`src/rtl/fft_frame_streamer.sv`:
```
// fft_frame_streamer
//   Captures one N-point complex FFT frame on a single-cycle strobe and feeds
//   it, one byte at a time, into an SPI master's TX byte handshake. Samples are
//   sign-extended to 8 or 16 bits and sent MSB byte first, as re[k] then im[k]
//   for k = 0..N_POINTS-1. A frame that arrives while one is still being sent
//   is dropped, and the sticky overrun flag is set.
//
//   Optional feature macro: FFT_FRAME_HEADER_EN
//     When defined, each frame starts with SYNC_BYTE and an 8-bit frame
//     sequence number (0 after reset, +1 per completed frame, wraps at 255).
//
// Ports
//   clk, rst         clock, asynchronous active-high reset
//   i_fft_valid      1-cycle strobe: i_fft_re / i_fft_im hold a full frame
//   i_fft_re/_im     N_POINTS*DATA_W packed samples, point k at [k*DATA_W +: DATA_W]
//   i_tx_ready       SPI master ready
//   o_tx_byte        byte to send, held from o_tx_dv until the next o_tx_dv
//   o_tx_dv          1-cycle byte-valid strobe
//   o_busy           high from capture until the last byte is accepted
//   o_frame_done     1-cycle pulse when the last byte is accepted
//   i_clr_overrun    synchronous clear of o_overrun
//   o_overrun        sticky: a frame arrived while busy and was dropped
module fft_frame_streamer #(
  parameter int unsigned N_POINTS   = 8,
  parameter int unsigned DATA_W     = 8,
  parameter int unsigned GAP_CYCLES = 100,
  parameter logic [7:0]  SYNC_BYTE  = 8'hA5
) (
  input  logic                         clk,
  input  logic                         rst,
  input  logic                         i_fft_valid,
  input  logic [N_POINTS*DATA_W-1:0]   i_fft_re,
  input  logic [N_POINTS*DATA_W-1:0]   i_fft_im,
  input  logic                         i_tx_ready,
  output logic [7:0]                   o_tx_byte,
  output logic                         o_tx_dv,
  output logic                         o_busy,
  output logic                         o_frame_done,
  input  logic                         i_clr_overrun,
  output logic                         o_overrun
);

  localparam int unsigned BPS     = (DATA_W <= 8) ? 1 : 2;
  localparam int unsigned SW      = 8 * BPS;
  localparam int unsigned PAYLOAD = N_POINTS * 2 * BPS;
`ifdef FFT_FRAME_HEADER_EN
  localparam int unsigned HDR     = 2;
`else
  localparam int unsigned HDR     = 0;
`endif
  localparam int unsigned TOTAL    = HDR + PAYLOAD;
  localparam int unsigned IDX_W    = $clog2(TOTAL) + 1;
  localparam int unsigned PT_W     = $clog2(N_POINTS);
  localparam int unsigned P_W      = PT_W + BPS;
  localparam int unsigned GAP_W    = (GAP_CYCLES > 1) ? $clog2(GAP_CYCLES) : 1;
  localparam int unsigned GAP_LOAD = (GAP_CYCLES > 0) ? GAP_CYCLES - 1 : 0;
  localparam logic [IDX_W-1:0] LAST_IDX = IDX_W'(TOTAL - 1);

  typedef enum logic [2:0] {
    S_IDLE,
    S_ISSUE,
    S_HOLD,
    S_WAIT_RDY,
    S_GAP
  } state_t;

  state_t                       r_state;
  logic [IDX_W-1:0]             r_idx;
  logic [GAP_W-1:0]             r_gap;
  logic [N_POINTS*DATA_W-1:0]   r_buf_re;
  logic [N_POINTS*DATA_W-1:0]   r_buf_im;
  logic [7:0]                   r_tx_byte;
  logic                         r_tx_dv;
  logic                         r_busy;
  logic                         r_frame_done;
  logic                         r_overrun;
`ifdef FFT_FRAME_HEADER_EN
  logic [7:0]                   r_seq;
`endif

  logic                         w_capture;
  logic [IDX_W-1:0]             w_sel;
  logic [P_W-1:0]               w_p;
  logic [PT_W-1:0]              w_pt;
  logic                         w_is_im;
  logic signed [DATA_W-1:0]     w_samp;
  logic [SW-1:0]                w_ext;
  logic [7:0]                   w_pay;
  logic [7:0]                   w_byte;

  // The frame_done cycle still belongs to the finishing frame: a strobe there
  // is dropped as an overrun even though the FSM has already reached IDLE.
  assign w_capture = i_fft_valid && (r_state == S_IDLE) && !r_frame_done;

  // Byte selection. In WAIT_RDY the next byte is looked up so that a zero-gap
  // build can issue it straight from WAIT_RDY.
  always_comb begin
    w_sel   = (r_state == S_WAIT_RDY) ? (r_idx + IDX_W'(1)) : r_idx;
    w_p     = P_W'(w_sel - IDX_W'(HDR));
    w_pt    = w_p[BPS +: PT_W];
    w_is_im = w_p[BPS-1];
    w_samp  = w_is_im ? r_buf_im[w_pt*DATA_W +: DATA_W]
                      : r_buf_re[w_pt*DATA_W +: DATA_W];
    w_ext   = SW'(w_samp);
    w_pay   = (BPS == 2 && !w_p[0]) ? w_ext[SW-1 -: 8] : w_ext[7:0];
`ifdef FFT_FRAME_HEADER_EN
    if (w_sel == '0)
      w_byte = SYNC_BYTE;
    else if (w_sel == IDX_W'(1))
      w_byte = r_seq;
    else
      w_byte = w_pay;
`else
    w_byte  = w_pay;
`endif
  end

  // Frame buffer has no reset; it is only meaningful after a capture.
  always_ff @(posedge clk) begin
    if (w_capture) begin
      r_buf_re <= i_fft_re;
      r_buf_im <= i_fft_im;
    end
  end

  always_ff @(posedge clk or posedge rst) begin
    if (rst) begin
      r_state      <= S_IDLE;
      r_idx        <= '0;
      r_gap        <= '0;
      r_tx_byte    <= '0;
      r_tx_dv      <= 1'b0;
      r_busy       <= 1'b0;
      r_frame_done <= 1'b0;
      r_overrun    <= 1'b0;
`ifdef FFT_FRAME_HEADER_EN
      r_seq        <= '0;
`endif
    end else begin
      r_tx_dv      <= 1'b0;
      r_frame_done <= 1'b0;

      // Set has priority over clear.
      if (i_clr_overrun)
        r_overrun <= 1'b0;
      if (i_fft_valid && !w_capture)
        r_overrun <= 1'b1;

      case (r_state)
        S_IDLE: begin
          if (w_capture) begin
            r_idx   <= '0;
            r_busy  <= 1'b1;
            r_state <= S_ISSUE;
          end
        end
        S_ISSUE: begin
          if (i_tx_ready) begin
            r_tx_byte <= w_byte;
            r_tx_dv   <= 1'b1;
            r_state   <= S_HOLD;
          end
        end
        S_HOLD: begin
          r_state <= S_WAIT_RDY;
        end
        S_WAIT_RDY: begin
          if (i_tx_ready) begin
            if (r_idx == LAST_IDX) begin
              r_frame_done <= 1'b1;
              r_busy       <= 1'b0;
`ifdef FFT_FRAME_HEADER_EN
              r_seq        <= r_seq + 8'd1;
`endif
              r_state      <= S_IDLE;
            end else begin
              r_idx <= r_idx + IDX_W'(1);
              if (GAP_CYCLES == 0) begin
                // Ready is already high, so issuing here saves the ISSUE
                // cycle and gives DV one cycle after ready rises.
                r_tx_byte <= w_byte;
                r_tx_dv   <= 1'b1;
                r_state   <= S_HOLD;
              end else begin
                r_gap   <= GAP_W'(GAP_LOAD);
                r_state <= S_GAP;
              end
            end
          end
        end
        S_GAP: begin
          if (r_gap == '0)
            r_state <= S_ISSUE;
          else
            r_gap <= r_gap - GAP_W'(1);
        end
        default: r_state <= S_IDLE;
      endcase
    end
  end

  assign o_tx_byte    = r_tx_byte;
  assign o_tx_dv      = r_tx_dv;
  assign o_busy       = r_busy;
  assign o_frame_done = r_frame_done;
  assign o_overrun    = r_overrun;

endmodule
```
`config.mk`:
```
export PLATFORM = sky130hd
export DESIGN_NAME = fft_frame_streamer
export DESIGN_NICKNAME = d
export VERILOG_FILES = /design/src/rtl/fft_frame_streamer.sv
export SDC_FILE = /design/constraint.sdc
export NUM_CORES = 1
export LEC_CHECK = 0
export ABC_AREA = 1
export ABC_CLOCK_PERIOD_IN_PS = 11260
export CAP_MARGIN = 20
export CORE_ASPECT_RATIO = 0.6
export CORE_UTILIZATION = 51
export DETAILED_ROUTE_END_ITERATION = 7
export PLACE_DENSITY = 0.78
export SLEW_MARGIN = 20
export SYNTH_ARGS = -nofsm -noshare
export SYNTH_HDL_FRONTEND = slang
export SYNTH_SLANG_ARGS = --single-unit
```
`constraint.sdc`:
```
create_clock -name clk -period 11.26 [get_ports clk]
set_input_delay 2.252 -clock clk [delete_from_list [all_inputs] [get_ports clk]]
set_output_delay 2.252 -clock clk [all_outputs]
set_load 0.02 [all_outputs]
```
==> flow_summary_export.csv <==
group,metric,value,unit
route,firstDrtPassIters,6,
logic_synthesis,synth_top_family_by_area,"simple AND/OR/NAND/NOR gates",
pwr,vdd_ir_drop_max,143,uV
route,via_count,5155,
pwr,p_int,1.39,mW
global_route,grt.busiest_layer,"met2",
critical_path,worst_ep_required_time,11.31,ns
finish,multi_input_area,1880,sq um
logic_synthesis,synth-compound-area-share,5.70,%
clock_tree,cts_hold_buf,0,
pwr,swShare,37.9,%
global_route,grt_pass1_wl,25800,um
finish,drive_gt1_share,8.11,%
timing,hold_violations,0,
timing,slew_viol_final,0,
pwr,cellPowerDensity,249,nW/um^2
timing,setup_viol,0,
finish,final_util,69.4,%
min_path,min_path_type,"reg2reg",
timing,grt_setup_unrepaired,"false",
route,post_drt_wl_per_cell,17.2,um
global_route,grt_pass1_vias,5057,
die,dieHeight,91.3,um
global_route,use_met2,39.7,%
timing,max_clock_freq,202,MHz
clock_tree,clkSinkCount,155,
route,drtAntennaViolNets,0,
flow_run,cap_violations,0,
die,initial_core_util,52.6,%
logic_synthesis,synth_fa_ha_area_share,0.922,%
logic_synthesis,yosys_warnings,0,
critical_path,worstSetupEndpointType,"flip-flop",
logic_synthesis,synth_enable_flop_cells,128,
placement,io_buffers,144,
finish,nFillCells,924,
global_route,antenna_found_initial,0,
timing,skew,0.00704,ns
pwr,p_comb_share,37.3,%
logic_synthesis,synth.avg_cell_area,10.5,sq um
finish,diodes,0,
die,die_w,151,um
finish,syn2layout_area_growth,31.9,%
finish,nets,926,
critical_path,worstPathMaxFanout,65,
global_route,grt_max_degree,81,
placement,dp_hpwl,11500,um
timing,worstMarginPinSlew,0.885,ns
logic_synthesis,synth-async-reset-ratio,17.4,%
logic_synthesis,syn_inst,646,
logic_synthesis,yosys_register_bits,155,
clock_tree,cts.path.max_buffers,2,
route,routed_wl,16700,um
logic_synthesis,synthFlopType,"edfxtp_1",
logic_synthesis,yosys.area_share.simple,20.6,%
global_route,met3_usage,7.19,%
clock_tree,cts_resized,0,
placement,gp_congestion,0.839,
timing,finalSetupTns,0,ns
clock_tree,clk_latency,0.42,ns
critical_path,critical_path_class,"in2reg",
logic_synthesis,yosys-mux-area-fraction,0,%
pwr,p_leak,3.62,nW
clock_tree,htreeDepth,4,
logic_synthesis,synth_area,6780,sq um
timing,period_share,44.0,%
logic_synthesis,synth_nets,784,
timing,slew_headroom,40.8,%
die,core_area,12900,sq um
finish,regArea,4520,sq um
logic_synthesis,yosys.area_share.xor_xnor,0.387,%
pwr,pwr-share-clk,25.8,%
logic_synthesis,ys_types,29,
clock_tree,clock-root-buffer,"clkbuf_16",
clock_tree,cts_tree,"done",
die,die-area,13800,sq um
clock_tree,clkTransAtPathRegs,0.06,ns
die,rows,32,
pwr,switchingPower,0.844,mW
pwr,seqPwrFrac,36.8,%
timing,period_needed,4.96,ns
route,drcViolationCount,0,
die,io_pins,145,
clock_tree,post_cts_buffers,0,
outcome,outcome,"finished, final reports clean",
route,post_drt_via_cell_ratio,5.31,
critical_path,start_kind,"primary input",
global_route,grt_remaining_overflow,0,
global_route,track_usage,25.5,%
route,drt_iter0_markers,499,
clock_tree,cts_buffers,17,
critical_path,crit_arrival,5.01,ns
logic_synthesis,seq_area_frac_synth,66.6,%
global_route,use_met1,35.4,%
[through the flow]
stage          hold slack (ns)  power [mW]  cell area [sq um]  setup slack [ns]  instances
2_1_floorplan            0.474        1.41               6790              3.40        646
3_3_place_gp             0.469        1.62               8360              5.98        939
3_5_place_dp             0.466        1.65               8360              5.86        939
4_1_cts                  0.483        2.23               8950              6.30        971
5_1_grt                  0.506        2.36               8950              6.15        971
6_report                 0.481        2.23               8950              6.30        971
[sequential cells by signal, summed over array words and instances (netlist names)]
name / cells
r_gap: 7
r_idx: 5
o_frame_done: 1
o_tx_byte: 8
o_overrun: 1
r_buf_re: 64
o_busy: 1
o_tx_dv: 1
r_buf_im: 64
r_state: 3
[power by group through the flow]
stage	Sequential (mW)	Clock, mW	Combinational (mW)
final	0.822	0.575	0.833
after detailed placement	0.830	0	0.823
after global routing	0.833	0.601	0.924
after CTS	0.821	0.579	0.831
after floorplan	0.851	0	0.560
after global placement	0.824	0	0.793
[critical path, cell delays in order]
cell and delay (ns):
clkdlybuf4s50_1 0.46, inv_1 0.09, nor3_4 0.75, buf_4 0.64, buf_4 0.73
[final timing paths]
kind                       cells past startpoint          from      endpoint  slack [ns]
setup / recovery                               5   i_fft_valid  r_buf_re[10]        6.30
hold / removal                                 2  o_tx_byte[7]  o_tx_byte[7]        0.48
setup reg to reg                               5    r_state[0]  r_buf_re[10]        7.74
hold reg to reg                                2  o_tx_byte[7]  o_tx_byte[7]        0.48
max in group asynchronous                      2           rst    r_state[1]        8.64
min in group asynchronous                      2           rst      r_gap[6]        2.22
[routing by layer]
layer / vias to the layer above / wire [um] / share of wire, %
met1: 2440 / 7400 / 44
met5: - / 0 / 0
li1: 2432 / - / -
met4: 0 / 205 / 1.2
met3: 24 / 1510 / 9.0
met2: 259 / 7630 / 46
[cells by family after synthesis]
group                      after synthesis
xor gates and xnor gates                 3
adders and majority gates                5
and+or+nand+nor                        322
AOI/OAI and AO/OA                       63
DFF                                    155
buffers and inverters                   98
[layout make-up]
class                   instances  share of cell area (%)
flip-flops and latches        155                    50.5
multi-input cells             393                    21.1
repair buffers                147                    16.4
clock buffers                  18                    4.80
inverters                      74                    3.10
well taps                     170                    2.38
clock inverters                14                    1.80
[Yosys cell counts (all sizes together), types with 3 or more instances]
cell type / n / area share [%]
buf: 13 / 1.1
a21boi: 24 / 2.7
nand2: 161 / 9.1
edfxtp: 128 / 57
inv: 74 / 4.1
a21oi: 3 / 0.28
dfrtp: 27 / 10
clkbuf: 11 / 0.61
nand3: 85 / 6.3
o21ai: 34 / 2.6
or2: 16 / 1.5
nor2: 55 / 3.2
xor2: 3 / 0.39
ha: 5 / 0.92
[cell usage in the layout (no fill, tap or decap), drive strengths merged]
master,n
nand3,85
or2,16
clkinvlp,5
nand4,2
o31ai,1
edfxtp,128
buf,3
inv,80
a21oi,3
clkdlybuf4s50,144
nor2,55
clkinv,1
bufinv,2
xor2,3
nor3,2
dfrtp,27
a21boi,24
nand2,161
ha,5
nor3b,1
o21ai,34
clkbuf,18
o22ai,1
Power figures use the tool's default switching activity.
